<file path="src/rtl/mem_addr_pkg.sv">
// Shared widths, operation encoding and control priority decode for the
// memory address register and its ALU.
package mem_addr_pkg;

   localparam int WIDTH      = 8;
   localparam int WIDTH_ADDR = 16;

   typedef enum logic [2:0] {
      OP_HOLD,
      OP_XFER,
      OP_LOAD_BYTES,
      OP_ADD_OFF,
      OP_INC,
      OP_DEC
   } addr_op_t;

   // Fixed priority: transfer load, byte loads, offset add, inc/dec, hold.
   // Conflicting inc and dec cancel to a hold.
   function automatic addr_op_t decode_op(
      input logic load_xfer_n,
      input logic load_hi_n,
      input logic load_lo_n,
      input logic add_off_n,
      input logic inc_n,
      input logic dec_n
   );
      addr_op_t op;
      op = OP_HOLD;
      if (!load_xfer_n)
         op = OP_XFER;
      else if (!load_hi_n || !load_lo_n)
         op = OP_LOAD_BYTES;
      else if (!add_off_n)
         op = OP_ADD_OFF;
      else if (!inc_n && dec_n)
         op = OP_INC;
      else if (!dec_n && inc_n)
         op = OP_DEC;
      return op;
   endfunction

endpackage

</file>
<file path="src/rtl/addr_alu.sv">
// Combinational address arithmetic: increment, decrement and signed byte
// offset, with a flag for crossing the top/bottom of the address space.
module addr_alu
   import mem_addr_pkg::*;
#(
   parameter int WIDTH_ADDR = mem_addr_pkg::WIDTH_ADDR,
   parameter int WIDTH      = mem_addr_pkg::WIDTH
) (
   input  logic [WIDTH_ADDR-1:0] addr,
   input  addr_op_t              op,
   input  logic [WIDTH-1:0]      offset,
   output logic [WIDTH_ADDR-1:0] result,
   output logic                  wrap
);

   localparam logic [WIDTH_ADDR-1:0] ONE = {{(WIDTH_ADDR-1){1'b0}}, 1'b1};

   logic [WIDTH_ADDR-1:0] offset_ext;
   logic [WIDTH_ADDR:0]   sum;

   assign offset_ext = {{(WIDTH_ADDR-WIDTH){offset[WIDTH-1]}}, offset};
   assign sum        = {1'b0, addr} + {1'b0, offset_ext};

   always_comb begin
      // NOTE: defaults assigned first so every path drives both outputs; no latch is inferred.
      result = addr;
      wrap   = 1'b0;
      case (op)
         OP_ADD_OFF: begin
            result = sum[WIDTH_ADDR-1:0];
            // A negative offset wraps when the carry is absent (a borrow).
            wrap   = offset[WIDTH-1] ? !sum[WIDTH_ADDR] : sum[WIDTH_ADDR];
         end
         OP_INC: begin
            result = addr + ONE;
            wrap   = &addr;
         end
         OP_DEC: begin
            result = addr - ONE;
            wrap   = ~|addr;
         end
         default: ;
      endcase
   end

endmodule

</file>
<file path="src/rtl/mem_addr_reg.sv">
// 16-bit memory address register: byte/transfer loads, inc/dec, signed
// offset, and active-low byte assert onto the 8-bit main bus.
module mem_addr_reg
   import mem_addr_pkg::*;
#(
   parameter int WIDTH_ADDR = mem_addr_pkg::WIDTH_ADDR,
   parameter int WIDTH      = mem_addr_pkg::WIDTH
) (
   input  logic                  clk,
   input  logic                  rst,
   input  logic [WIDTH-1:0]      main_in,
   input  logic                  load_lo_n,
   input  logic                  load_hi_n,
   input  logic                  add_off_n,
   input  logic [WIDTH_ADDR-1:0] xfer_in,
   input  logic                  load_xfer_n,
   input  logic                  inc_n,
   input  logic                  dec_n,
   input  logic                  assert_lo_n,
   input  logic                  assert_hi_n,
   output logic [WIDTH-1:0]      main_out,
   output logic                  main_en,
   output logic [WIDTH_ADDR-1:0] addr_out,
   output logic                  wrap
);

   logic [WIDTH_ADDR-1:0] addr_q;
   logic [WIDTH_ADDR-1:0] alu_result;
   logic                  alu_wrap;
   addr_op_t              op;

   assign op = decode_op(load_xfer_n, load_hi_n, load_lo_n, add_off_n, inc_n, dec_n);

   addr_alu #(
      .WIDTH_ADDR (WIDTH_ADDR),
      .WIDTH      (WIDTH)
   ) u_alu (
      .addr   (addr_q),
      .op     (op),
      .offset (main_in),
      .result (alu_result),
      .wrap   (alu_wrap)
   );

   // NOTE: sequential state uses non-blocking assignments so all registers update together at the edge.
   always_ff @(posedge clk or posedge rst) begin
      if (rst) begin
         addr_q <= '0;
         wrap   <= 1'b0;
      end else begin
         // The ALU reports wrap only for arithmetic ops, so loads and hold clear it.
         wrap <= alu_wrap;
         case (op)
            OP_XFER: addr_q <= xfer_in;
            OP_LOAD_BYTES: begin
               if (!load_hi_n) addr_q[WIDTH_ADDR-1:WIDTH] <= main_in;
               if (!load_lo_n) addr_q[WIDTH-1:0]          <= main_in;
            end
            default: addr_q <= alu_result;
         endcase
      end
   end

   assign addr_out = addr_q;
   assign main_en  = !assert_lo_n || !assert_hi_n;

   always_comb begin
      main_out = '0;
      if (!assert_hi_n)
         main_out = addr_q[WIDTH_ADDR-1:WIDTH];
      else if (!assert_lo_n)
         main_out = addr_q[WIDTH-1:0];
   end

endmodule

</file>
<file path="config.mk">
export PLATFORM = sky130hd
export DESIGN_NAME = mem_addr_reg
export DESIGN_NICKNAME = d
export VERILOG_FILES = /design/src/rtl/mem_addr_pkg.sv /design/src/rtl/addr_alu.sv /design/src/rtl/mem_addr_reg.sv
export SDC_FILE = /design/constraint.sdc
export NUM_CORES = 1
export LEC_CHECK = 0
export BUFFER_PORTS_ARGS = -buffer_cell sky130_fd_sc_hd__buf_4
export CORE_MARGIN = 1
export CORE_UTILIZATION = 60
export CTS_BUF_LIST = sky130_fd_sc_hd__clkbuf_4 sky130_fd_sc_hd__clkbuf_8 sky130_fd_sc_hd__clkbuf_16
export DETAILED_ROUTE_END_ITERATION = 12
export GPL_TIMING_DRIVEN = 1
export PLACE_DENSITY = 0.89
export REMOVE_ABC_BUFFERS = 1
export SETUP_SLACK_MARGIN = 0.3
export SLEW_MARGIN = 25
export SYNTH_ARGS = -nofsm -noshare
export SYNTH_HDL_FRONTEND = slang
export SYNTH_SLANG_ARGS = --single-unit
export TNS_END_PERCENT = 30
</file>
<file path="constraint.sdc">
create_clock -name clk -period 6.5 [get_ports clk]
set_clock_uncertainty 0.2 [all_clocks]
set_input_delay 0.975 -clock clk [delete_from_list [all_inputs] [get_ports clk]]
set_output_delay 0.975 -clock clk [all_outputs]
set_load 0.05 [all_outputs]
</file>
==> metrics <==
result of the run=finished, final reports clean; Avg Inst Size Synth=7.67 um2; fraction of the yosys area taken by sequential cells=15.2%; Power Total=0.000708 W; cell with the biggest individual delay on the critical path=sky130_fd_sc_hd__ha_1; cell depth of the worst flop-to-flop path=8; chain of cells forming the critical path=buf_4 > ha_1 > and3b_1 > nand2_1 > xnor2_1 > ha_1 > nor2_1 > nand2_1 > a21oi_1 > mux2_4 > a31o_2 > a221oi_2; FF-to-FF Start=addr_out[0]; multiplexer share of the synthesized area=1.60%; switching power as a share of total power=53.7%; static leakage=1.35 nW; Hold Crit Depth=2; largest net degree at the start of global routing=18; placed standard-cell area=3200 um2; clock share of power=12.8%; worst slew pin tran=0.831 ns; Fin. Hold Viols=0; wire length of the first global-routing pass=15,200 um; type of the setup path with the least slack=input port to flip-flop; prevailing post-synth register cell=sky130_fd_sc_hd__dfrtp_1; hold buffers post-CTS=0; DRT Wirelength=9510 um; starting density of the core=63.6%; number of enable flip-flop cells after synthesis=0; number of clock buffers inserted by TritonCTS=3; Ant. Diodes=0; synthesized flop and latch total=17; largest family of logic cells by synthesized area=compound AO/OA/AOI/OAI gates; Total Negative Setup Slacks=0 ns; Setup crit end kind=flip-flop; kind of cell adding the most delay to the critical path=simple AND/OR/NAND/NOR gates; worst reg2reg endpoint=addr_out[14]; count of buffers added by post-CTS timing repair for setup=0; Tot GR Track Use=38.9%; Post-Synth XOR/XNOR Area=5.30%; total DRC errors in the routed layout=0; share of synthesized registers carrying an async set or reset=100%; iteration-0 DRC count of the detailed router=506; Min-Delay Path Class=flip-flop to flip-flop; portion of total power attributed to sequential cells=26.1%; setup repair after global routing missed its margin=no; Clock Latency Late Sink=0.27 ns; final setup violation count=0; final weighted congestion in routability-driven placement=0.975; P_sw=0.000380 W; overall via count from detail_route=3,361; Worst Path Arrival=3.73 ns; number of max-cap violations=0; via count normalized by instance count=7.29; post_cts resized=0; Power Dens Cells=218 nW/um2; internal power of the cells=0.000328 W; number of antenna violations at the first check in global routing=0; delay of the slowest cell on the worst path=0.35 ns; CTS HTree Levels=1; total congestion overflow=0; area of the die=4960 um2; data required time of the worst path=6.49 ns; Reg clk slew, reported paths=0.08 ns; clock tree root buffer cell=sky130_fd_sc_hd__clkbuf_8; count of unique library cells instantiated by Yosys=76; half-perimeter wire length of the detailed placement result=7230 um; Hold Path Sink=addr_out[14]; vertical die dimension=70.4 um; Storage cell area=425 um2; final slew viol count=0; clock tree from TritonCTS=yes; signed area change from the synthesized netlist to the final layout=15.6%; Non-Filler Cell Area, Final=3250 um2; total of fill cells in the finished design=358; Min-Delay Startpoint=addr_out[14]; largest fanout of any net on the critical path=9; worst setup slack for register-to-register paths=3.26 ns; # port buffers=59; placeable core region=4410 um2; Cell Area, Synth=2810 um2; buffering stage count on the worst path with inverters included=1; number of global-route vias before repair=3,076; maximum clock frequency=267 MHz; I/O pin count=60; clk buf depth=2; Pre-Repair DR Iteration Count=6; fin nets=463; post-synthesis simple-gate area fraction=28.8%; compound-cell area share of the yosys netlist=33.1%; area of combinational cells with multiple inputs=2180 um2; worst rel slew slack=44.6%; critical path launch point type=input port; Max VDD drop=0.149 mV; number of standard cells after synthesis=366; Row Count=24; yosys warns=0; Routed WL per cell=20.6 um; antenna viol nets, final=0; horizontal die dimension=70.4 um; time the worst path needs with I/O delays and setup=3.75 ns; Tcrit/Tclk final=57.6%; share of power burned in combinational logic=61.1%; Sink Count=17; fraction of final layout cells sized beyond drive strength 1=21.3%; share of synthesized cell area in full adder, half adder and majority cells=8.73%
-- tightest hold or removal path: stages (launching register included) --
cell and delay, ns:
sky130_fd_sc_hd__dfrtp_1 0.47, sky130_fd_sc_hd__inv_1 0.13, sky130_fd_sc_hd__a221oi_2 0.06
-- state kept, by name, indices dropped and copies added (netlist names) --
| name | flops |
|---|---|
| addr_out | 16 |
| wrap | 1 |
-- logic make-up (layout without fill, tap and decap cells) --
kind of cell | Yosys count | after routing
AND/OR/NAND/NOR | 132 | 132
AO/OA/AOI/OAI | 136 | 136
XOR/XNOR | 17 | 17
adder cells (fa/ha/maj) | 19 | 19
multiplexers | 4 | 4
flip-flops | 17 | 17
buffers and inverters | 41 | 84
-- layout make-up --
class,instances,share of cell area (%)
timing repair buffer,61,14.1
inverter,19,2.20
clock inverter,1,0.231
sequential,17,13.1
clock buffer,3,1.27
multi-input combinational,308,67.1
tap,52,2.00
-- Yosys cell counts, types with 3 or more instances --
| master | number | area share (%) |
|---|---|---|
| sky130_fd_sc_hd__a2111oi_0 | 3 | 0.94 |
| sky130_fd_sc_hd__a211oi_1 | 7 | 1.9 |
| sky130_fd_sc_hd__a21o_1 | 7 | 1.9 |
| sky130_fd_sc_hd__a21oi_1 | 26 | 4.6 |
| sky130_fd_sc_hd__a221oi_1 | 4 | 1.2 |
| sky130_fd_sc_hd__a22oi_1 | 5 | 1.3 |
| sky130_fd_sc_hd__a31o_2 | 3 | 0.94 |
| sky130_fd_sc_hd__a31oi_1 | 9 | 2.0 |
| sky130_fd_sc_hd__and2_1 | 3 | 0.67 |
| sky130_fd_sc_hd__and3_1 | 6 | 1.3 |
| sky130_fd_sc_hd__and4_1 | 3 | 0.94 |
| sky130_fd_sc_hd__buf_2 | 10 | 1.8 |
| sky130_fd_sc_hd__buf_6 | 3 | 1.2 |
| sky130_fd_sc_hd__clkbuf_1 | 5 | 0.67 |
| sky130_fd_sc_hd__dfrtp_1 | 17 | 15 |
| sky130_fd_sc_hd__ha_1 | 18 | 8.0 |
| sky130_fd_sc_hd__inv_1 | 19 | 2.5 |
| sky130_fd_sc_hd__mux2i_1 | 3 | 1.1 |
| sky130_fd_sc_hd__nand2_1 | 27 | 3.6 |
| sky130_fd_sc_hd__nand3_1 | 8 | 1.4 |
| sky130_fd_sc_hd__nand3b_1 | 14 | 3.7 |
| sky130_fd_sc_hd__nand4_1 | 7 | 1.6 |
| sky130_fd_sc_hd__nor2_1 | 19 | 2.5 |
| sky130_fd_sc_hd__nor3_1 | 12 | 2.1 |
| sky130_fd_sc_hd__nor3b_1 | 3 | 0.80 |
| sky130_fd_sc_hd__nor4_1 | 7 | 1.6 |
| sky130_fd_sc_hd__o211ai_1 | 7 | 1.9 |
| sky130_fd_sc_hd__o21ai_0 | 31 | 5.5 |
| sky130_fd_sc_hd__o21bai_1 | 4 | 1.1 |
| sky130_fd_sc_hd__o221ai_1 | 3 | 0.94 |
| sky130_fd_sc_hd__o22ai_1 | 3 | 0.67 |
| sky130_fd_sc_hd__or4_1 | 3 | 0.80 |
| sky130_fd_sc_hd__xnor2_1 | 14 | 4.4 |
| sky130_fd_sc_hd__xor2_1 | 3 | 0.94 |
-- power by group through the flow --
stage	registers (W)	logic (W)	clock network [W]
after floorplan	0.000221	0.000249	0
after global placement	0.000183	0.000416	0
after detailed placement	0.000183	0.000424	0
after CTS	0.000181	0.000426	0.0000891
after global routing	0.000187	0.000468	0.0000941
final	0.000185	0.000432	0.0000909
-- how the worst max path moves through the flow --
stage / startpoint / to / depth (start not counted)
5_1_grt: inc_n / addr_out[14] / 12
3_3_place_gp: inc_n / addr_out[14] / 12
6_report: inc_n / addr_out[14] / 12
2_1_floorplan: dec_n / addr_out[14] / 12
3_5_place_dp: inc_n / addr_out[14] / 12
4_1_cts: inc_n / addr_out[14] / 12
-- per-layer routing --
| layer | vias up | track usage (%) | share of wire (%) |
|---|---|---|---|
| li1 | 1516 | - | - |
| met1 | 1535 | 49.5 | 39 |
| met2 | 262 | 61.2 | 45 |
| met3 | 48 | 10.1 | 12 |
| met4 | 0 | 18.2 | 3.5 |
| met5 | - | 0 | 0 |
-- stage by stage --
stage,setup slack (ns),hold WS [ns],util (%),cells
CTS,2.80,0.507,73.5,461
floorplan,2.83,0.635,-,344
detailed placement,2.53,0.495,72.4,457
finish,2.75,0.500,73.5,461
global placement,2.57,0.491,72.4,457
global route,2.57,0.544,73.5,461
-- layout by cell type (no fill, tap or decap), types with 4 or more instances in the layout --
master                     netlist  final
sky130_fd_sc_hd__a211oi_1        7      7
sky130_fd_sc_hd__a21o_1          7      7
sky130_fd_sc_hd__a21oi_1        26     26
sky130_fd_sc_hd__a221oi_1        4      4
sky130_fd_sc_hd__a22oi_1         5      5
sky130_fd_sc_hd__a31oi_1         9      9
sky130_fd_sc_hd__and3_1          6      6
sky130_fd_sc_hd__buf_4           1     61
sky130_fd_sc_hd__dfrtp_1        17     17
sky130_fd_sc_hd__ha_1           18     18
sky130_fd_sc_hd__inv_1          19     19
sky130_fd_sc_hd__nand2_1        27     27
sky130_fd_sc_hd__nand3_1         8      8
sky130_fd_sc_hd__nand3b_1       14     14
sky130_fd_sc_hd__nand4_1         7      7
sky130_fd_sc_hd__nor2_1         19     19
sky130_fd_sc_hd__nor3_1         12     12
sky130_fd_sc_hd__nor4_1          7      7
sky130_fd_sc_hd__o211ai_1        7      7
sky130_fd_sc_hd__o21ai_0        31     31
sky130_fd_sc_hd__o21bai_1        4      4
sky130_fd_sc_hd__xnor2_1        14     14
(Power assumes the default switching activity.)
